===== config.mk =====
export PLATFORM = sky130hd
export DESIGN_NAME = seven_seg
export DESIGN_NICKNAME = d
export VERILOG_FILES = /design/src/rtl/seven_seg_pkg.sv /design/src/rtl/seven_seg_decode.sv /design/src/rtl/seven_seg.sv
export SDC_FILE = /design/constraint.sdc
export NUM_CORES = 1
export LEC_CHECK = 0
export CAP_MARGIN = 40
export CORE_AREA = 2 2 39 41
export CTS_BUF_LIST = sky130_fd_sc_hd__clkbuf_16
export DETAILED_ROUTE_END_ITERATION = 7
export DIE_AREA = 0 0 41 43
export SYNTH_ARGS = -nofsm -noshare
export SYNTH_HDL_FRONTEND = slang
export SYNTH_SLANG_ARGS = --single-unit

===== constraint.sdc =====
create_clock -name clk -period 1.12 [get_ports clk]
set_input_delay 0.224 -clock clk [delete_from_list [all_inputs] [get_ports clk]]
set_output_delay 0.224 -clock clk [all_outputs]
set_load 0.05 [all_outputs]

===== src/rtl/seven_seg_pkg.sv =====
`default_nettype none
// ============================================================================
//  Module      : seven_seg_pkg
//  Description : Segment bit order, blank pattern and the 16 logical
//                (active-high) seven-segment patterns for hex digits 0-F.
//  Revision    : 1.0 - initial release
// ============================================================================
package seven_seg_pkg;

  // Segment vector layout: bit 6 = a (top) ... bit 0 = g (middle)
  typedef logic [6:0] seg_t;

  localparam int c_bit_a = 6;
  localparam int c_bit_b = 5;
  localparam int c_bit_c = 4;
  localparam int c_bit_d = 3;
  localparam int c_bit_e = 2;
  localparam int c_bit_f = 1;
  localparam int c_bit_g = 0;

  localparam seg_t c_seg_blank = 7'b0000000;

  // Logical patterns abcdefg, indexed by nibble value
  localparam seg_t c_seg_table [16] = '{
    7'b1111110,  // 0
    7'b0110000,  // 1
    7'b1101101,  // 2
    7'b1111001,  // 3
    7'b0110011,  // 4
    7'b1011011,  // 5
    7'b1011111,  // 6
    7'b1110000,  // 7
    7'b1111111,  // 8
    7'b1111011,  // 9
    7'b1110111,  // A
    7'b0011111,  // b
    7'b1001110,  // C
    7'b0111101,  // d
    7'b1001111,  // E
    7'b1000111   // F
  };

endpackage : seven_seg_pkg
`default_nettype wire


===== src/rtl/seven_seg_decode.sv =====
`default_nettype none
// ============================================================================
//  Module      : seven_seg_decode
//  Description : Combinational nibble to logical segment decoder. In decimal
//                mode codes 10-15 are blanked and flagged on dp.
//  Revision    : 1.0 - initial release
// ============================================================================
module seven_seg_decode
  import seven_seg_pkg::*;
#(
  parameter int HEX_MODE = 1
) (
  input  logic [3:0] i_nibble,
  output logic [6:0] o_seg,
  output logic       o_dp
);

  generate
    if (HEX_MODE != 0) begin : g_hex
      // Every code has a glyph; dp never lit
      always_comb begin
        o_seg = c_seg_table[i_nibble];
        o_dp  = 1'b0;
      end
    end else begin : g_dec
      // Non-decimal codes show nothing and raise dp as an error flag
      always_comb begin
        o_seg = c_seg_blank;
        o_dp  = 1'b0;
        if (i_nibble < 4'd10) begin
          o_seg = c_seg_table[i_nibble];
        end else begin
          o_dp  = 1'b1;
        end
      end
    end
  endgenerate

endmodule : seven_seg_decode
`default_nettype wire


===== src/rtl/seven_seg.sv =====
`default_nettype none
// ============================================================================
//  Module      : seven_seg
//  Description : Registered hex/decimal seven-segment driver with selectable
//                output polarity (common cathode / common anode).
//  Revision    : 1.0 - initial release
// ============================================================================
module seven_seg
  import seven_seg_pkg::*;
#(
  parameter int ACTIVE_LOW = 0,
  parameter int HEX_MODE   = 1
) (
  input  logic clk,
  input  logic rst,
  input  logic w,
  input  logic x,
  input  logic y,
  input  logic z,
  output logic a,
  output logic b,
  output logic c,
  output logic d,
  output logic e,
  output logic f,
  output logic g,
  output logic dp
);

  // Inversion mask applied to every output when driving a common-anode part
  localparam logic c_inv = (ACTIVE_LOW != 0);

  logic [3:0] w_nibble;
  logic [6:0] w_seg_log;
  logic       w_dp_log;
  logic [6:0] w_seg_phys;
  logic       w_dp_phys;
  logic [6:0] r_seg;
  logic       r_dp;

  assign w_nibble = {w, x, y, z};

  seven_seg_decode #(
    .HEX_MODE (HEX_MODE)
  ) u_decode (
    .i_nibble (w_nibble),
    .o_seg    (w_seg_log),
    .o_dp     (w_dp_log)
  );

  assign w_seg_phys = w_seg_log ^ {7{c_inv}};
  assign w_dp_phys  = w_dp_log ^ c_inv;

  // Capture the decoded nibble; reset forces every output to its dark level
  always_ff @(posedge clk) begin
    if (rst) begin
      r_seg <= c_seg_blank ^ {7{c_inv}};
      r_dp  <= c_inv;
    end else begin
      r_seg <= w_seg_phys;
      r_dp  <= w_dp_phys;
    end
  end

  assign a  = r_seg[c_bit_a];
  assign b  = r_seg[c_bit_b];
  assign c  = r_seg[c_bit_c];
  assign d  = r_seg[c_bit_d];
  assign e  = r_seg[c_bit_e];
  assign f  = r_seg[c_bit_f];
  assign g  = r_seg[c_bit_g];
  assign dp = r_dp;

endmodule : seven_seg
`default_nettype wire


==> flow_metrics.tcl, run 1 <==
set metrics [dict create \
    p_total_mw 1.21 \
    final-setup-viol-count 0 \
    p_sw_share_pct 25.6 \
    post_synth_instance_area_sq_um 422 \
    syn_nets 58 \
    cts_tree "yes" \
    rows 14 \
    cp.arrival_ps 1200 \
    drive_gt1_share_pct 50.7 \
    postCtsSetupBuffers 0 \
    top_regs "r_seg (7)" \
    drv_cap 0 \
    die_area_sq_mm 0.00176 \
    dp.cells 83 \
    grt_pass1_wl_um 1710 \
    drt_first_pass_iters 4 \
    setup_tns_ps 0 \
    max_freq_mhz 918 \
    peakVddDrop_uv 479 \
    ys_ff_latch 7 \
    fin_crit_sh_pct 97.3 \
    drtIter0Drc 8 \
    grt_pass1_vias 418 \
    status "finished, final reports clean" \
    comb_power_share_pct 26.7 \
    core_area_sq_mm 0.00138 \
    die_h_um 43 \
    cts_root_buf "clkbuf_16" \
    p_switching_mw 0.309 \
    antenna_found_initial 0 \
    fin_crit_ps 1090 \
    hold_depth 4 \
    yosysWarnings 0 \
    start_util_pct 30.5 \
    wirelength_um 1020 \
    fillers 112 \
    critical_path_class "in -> reg" \
    clkTransAtPathRegs_ps 40 \
    viasPerCell 4.74 \
    synth_cell_type_count 21 \
    port_buffers 12 \
    holdWs_ps 428 \
    postLayoutCellArea_sq_um 818 \
    internal_power_mw 0.898 \
    final-instance-count-excl-fill 87 \
    fin_util_pct 59.1 \
    worstPathRequired_ps 1230 \
    nNetsFinal 85 \
    grt_max_degree 8 \
    regArea_sq_um 140 \
    synth_area_per_cell_sq_um 9.37 \
    area_growth_pct 94.1 \
    n_antenna_cell 0 \
    power_density_mw_per_mm2 1480 \
    fin_ws_ps 30.4 \
    slew_viol_final 0 \
    end_kind "flip-flop" \
    whs_endpoint "r_seg[0]$_SDFF_PP0_" \
    path_max_fanout 5 \
    largest_register_ffs 7 \
    dpl_worst_slack_ps -656 \
    place_area_sq_um 731 \
    clock-sinks 7 \
    dieWidth_um 41 \
    htreeDepth 1 \
    wl_per_cell_um 11.7 \
    gp_congestion 0.818 \
    ant_nets 0 \
    grt_use_total_pct 14.5 \
    grt-ovfl-total 0 \
    top_register "r_seg" \
    rsz0062_at_grt "false" \
    multi_input_area_sq_um 282 \
    clock_path_buffers 2 \
    io_pins 14 \
    clockPowerShare_pct 49.3 \
    synthCells 45 \
    startpoint_type "primary input" \
    drc 0 \
    vias 412 \
    yosysSeqAreaShare_pct 33.2 \
    cts_buffers 3 \
    p_seq_share_pct 24.0 \
    place_hpwl_um 769 \
    p_leak_nw 0.385 \
    min_from "y" \
    hp-class "in -> reg" \
    hold_violations 0 \
]
==> synth_stat cells, drive strengths merged <==
library cell	instances	area share (%)
a21oi	1	1.2
buf	3	3.9
mux4	1	5.3
nor3	2	2.4
o41ai	1	2.1
ha	7	21
mux2i	1	2.4
nor2	7	6.2
a22oi	1	1.8
a211oi	3	5.3
nor2b	1	1.5
nand2	1	0.89
and2b	1	1.8
a221oi	2	4.2
inv	4	3.6
mux2	1	2.7
dfxtp	7	33
conb	1	0.89
==> power by group through the flow <==
stage / clock network, mW / logic [mW] / registers (mW)
6_report: 0.595 / 0.322 / 0.290
5_1_grt: 0.611 / 0.340 / 0.291
4_1_cts: 0.597 / 0.320 / 0.290
3_5_place_dp: 0 / 0.318 / 0.294
3_3_place_gp: 0 / 0.315 / 0.293
2_1_floorplan: 0 / 0.0847 / 0.358
==> worst max path at each step <==
stage / from / endpoint / slack, ps / cells past startpoint
global placement: y / r_seg[3]$_SDFF_PP0_ / -630 / 6
floorplan: y / r_seg[3]$_SDFF_PP0_ / 8 / 5
finish: rst / r_seg[6]$_SDFF_PP0_ / 30 / 4
detailed placement: y / r_seg[3]$_SDFF_PP0_ / -660 / 6
CTS: y / r_seg[3]$_SDFF_PP0_ / 30 / 5
global route: rst / r_seg[6]$_SDFF_PP0_ / 0.3 / 4
==> area by class of cell <==
cell class / instances / share of cell area (%)
Inverter: 4 / 2.45
Timing Repair Buffer: 25 / 33.9
Clock buffer: 3 / 9.17
Sequential cell: 7 / 17.1
Multi-Input combinational cell: 31 / 34.4
Tap cell: 16 / 2.45
Clock inverter: 1 / 0.459
==> cells in the final DEF, fill, tap and decap left out, drive strengths merged <==
cell and count:
a22oi 1, mux2i 1, clkbuf 3, a211oi 3
nor2b 1, inv 5, a221oi 2, buf 22
ha 7, dlygate4sd2 2, nand2 1, dfxtp 7
a21oi 1, nor2 7, mux2 1, nor3 2
o41ai 1, and2b 1, mux4 1, clkdlybuf4s50 1
conb 1
==> critical path, stage by stage <==
cell and delay, ps:
clkdlybuf4s50_1 570, nor2_1 90, a22oi_2 210, o41ai_2 100
==> cells by family (layout without fill, tap and decap cells) <==
group,after synthesis,after routing,share of synthesized area (%)
buf+inv,7,33,7.42
flops,7,7,33.2
simple gates,12,12,12.8
fa+ha+maj,7,7,20.8
other cells,1,1,0.889
compound gates,8,8,14.5
mux,3,3,10.4
==> routing by layer <==
| layer | wire [um] | global-route usage (%) | part of all wire, % | vias to the layer above |
|---|---|---|---|---|
| met2 | 536 | 22.2 | 52 | 16 |
| met5 | 0 | 0 | 0 | - |
| li1 | - | - | - | 204 |
| met3 | 54 | 3.14 | 5.3 | 4 |
| met4 | 27 | 11.3 | 2.6 | 0 |
| met1 | 402 | 16.3 | 39 | 188 |
==> what timing repair did <==
item / 4_1_cts / 5_1_grt
resized for setup: 14 / 2
hold buffers: 0 / 0
pin swaps: 0 / 1
setup endpoints to repair: 7 / 1
hold endpoints to repair: 0 / 0
Power figures use the tool's default switching activity.
==> run 2, diff against run 1 <==
- CORE_AREA: 2 2 39 41 -> unset
- CORE_MARGIN: unset -> 3
- CORE_UTILIZATION: unset -> 35
- DIE_AREA: 0 0 41 43 -> unset
- HOLD_SLACK_MARGIN: unset -> 0.06
- SYNTH_HIERARCHICAL: unset -> 1
==> flow_metrics.tcl, run 2 <==
set metrics [dict create \
    status "finished with violations" \
    violations "setup timing" \
    peakVddDrop_uv 667 \
    holdWs_ps 493 \
    final_common_cell "nor2b_1" \
    critical_path_class "in -> reg" \
    yosysTopAreaCell "dfxtp_1" \
    hold_violations 0 \
    synth_async_sr_flop_share_pct 0 \
    clkTransAtPathRegs_ps 40 \
    post_synth_instance_area_sq_um 509 \
    fin_util_pct 70.1 \
    comb_power_share_pct 27.3 \
    place_hpwl_um 751 \
    clock_path_buffers 2 \
    synthCells 51 \
    fin_crit_sh_pct 102 \
    yosysMostFrequentCell "nor2b_1" \
    worstPathRequired_ps 1230 \
    cts_tree "yes" \
    cp_common_cell "buf_6" \
    viasPerCell 4.70 \
    drv_cap 0 \
    fin_ws_ps -25.9 \
    wl_per_cell_um 11.7 \
    grt_max_degree 10 \
    path_max_fanout 4 \
    start_util_pct 38.2 \
    end_kind "flip-flop" \
    synthFlopType "dfxtp_1" \
    top_register "r_seg" \
    yosysTopAreaCellShare_pct 31.4 \
    largest_register_ffs 7 \
    dp.cells 84 \
    port_buffers 13 \
    max_freq_mhz 873 \
    drtIter0Drc 1 \
    grt_pass1_vias 431 \
    die_area_sq_mm 0.00195 \
    ant_nets 0 \
    ctsHoldBuffers 0 \
    drc 0 \
    p_leak_nw 0.410 \
    layout_common_cells "9 x nor2b_1, 8 x buf_4, 8 x dfxtp_1, 8 x buf_12" \
    p_seq_share_pct 25.9 \
    antenna_found_initial 0 \
    internal_power_mw 0.952 \
    power_density_mw_per_mm2 1350 \
    fillers 98 \
    rsz0062_at_grt "true" \
    vias 418 \
    p_switching_mw 0.312 \
    final-setup-viol-count 1 \
    yosysSeqAreaShare_pct 31.4 \
    slowest_stage "mux4_2" \
    cts_buffers 3 \
    dieWidth_um 44.1 \
    critPathMaxStageDelay_ps 440 \
    synthTopCellsByArea "dfxtp_1 31%, ha_1 17%, nor2b_1 11%" \
    ys_ff_latch 8 \
    cp.arrival_ps 1260 \
    core_area_sq_mm 0.00133 \
    slew_viol_final 0 \
    hp-class "in -> reg" \
    nNetsFinal 89 \
    grt_pass1_wl_um 1850 \
    p_sw_share_pct 24.7 \
    synthTopCellsByCount "9 x nor2b_1, 8 x dfxtp_1, 7 x ha_1" \
    area_growth_pct 83.5 \
    drt_first_pass_iters 3 \
    n_antenna_cell 0 \
    wirelength_um 1040 \
    fin_crit_ps 1150 \
    drive_gt1_share_pct 48.6 \
    cts_root_buf "clkbuf_16" \
    clock-sinks 8 \
    path_cells "buf_6 -> buf_6 -> inv_12 -> ha_4 -> mux4_2 -> nor2b_1" \
    yosysWarnings 6 \
    htreeDepth 1 \
    startpoint_type "primary input" \
    syn_nets 64 \
    hold_depth 3 \
    clockPowerShare_pct 46.8 \
    io_pins 14 \
    die_h_um 44.1 \
    rows 13 \
    dpl_worst_slack_ps -751 \
    synth_cell_type_count 20 \
    gp_congestion 0.784 \
    grt_use_total_pct 13.1 \
    synth_area_per_cell_sq_um 9.99 \
    grt-ovfl-total 0 \
    synth_edf_count 0 \
    final-instance-count-excl-fill 89 \
]
==> run 2: cell count changes after synthesis, sizes merged, moves of 2 or more <==
cell,before,now
mux2,1,3
nor2,7,0
a21oi,1,3
a221oi,2,0
a211oi,3,0
nor2b,1,9
==> run 2: power groups by stage <==
stage               clock network, mW  registers, mW  logic, mW
finish                          0.592          0.327      0.346
global route                    0.621          0.329      0.369
CTS                             0.606          0.328      0.341
detailed placement                  0          0.332      0.328
global placement                    0          0.331      0.325
floorplan                           0          0.399     0.0966
==> run 2: final cells by class <==
class	instances	area, sq um	share of cell area, %
Clock buffer	3	75.1	8.03
Multi-Input combinational cell	35	355	38.0
Timing Repair Buffer	23	289	30.9
Tap cell	15	18.8	2.01
Inverter	5	36.3	3.88
Sequential cell	8	160	17.1
==> run 2: layer usage <==
layer / global-route usage [%] / share of wire [%] / vias up
met1: 14.1 / 40 / 189
met3: 3.66 / 5.0 / 2
met2: 22.4 / 54 / 13
li1: - / - / 214
met5: 0 / 0 / -
met4: 8.43 / 0.96 / 0
==> run 2: kinds of logic after synthesis <==
kind of cell | share of synthesized area [%]
multiplexers | 15.7
AO/OA/AOI/OAI | 8.60
flip-flops | 31.4
AND/OR/NAND/NOR | 17.9
adder cells (fa/ha/maj) | 17.2
other | 0.736
buffers and inverters | 8.35
==> run 2: critical path: cells and delay by family <==
kind	cells	cell delay, ps
multiplexers	1	440
AND/OR/NAND/NOR	1	130
buffers and inverters	3	260
adder cells (fa/ha/maj)	1	190
==> run 2: stage by stage <==
step / TNS (ps) / area (sq um) / power (mW)
2_1_floorplan: -13.9 / 548 / 0.495
3_3_place_gp: -4620 / 813 / 0.656
3_5_place_dp: -4750 / 813 / 0.660
4_1_cts: -28.6 / 922 / 1.27
5_1_grt: -158 / 935 / 1.32
6_report: -25.9 / 935 / 1.26
==> run 2: path summary, 6_finish.rpt <==
kind	endpoint	from	slack [ps]
max	r_seg[3]$_SDFF_PP0_	y	-30
min	r_seg[3]$_SDFF_PP0_	w	490
==> run 2: timing repair <==
item,4_1_cts,5_1_grt
setup endpoints to repair,7,4
gates resized for setup,21,4
buffers inserted,1,0
pin swaps,1,1
cloned,1,0
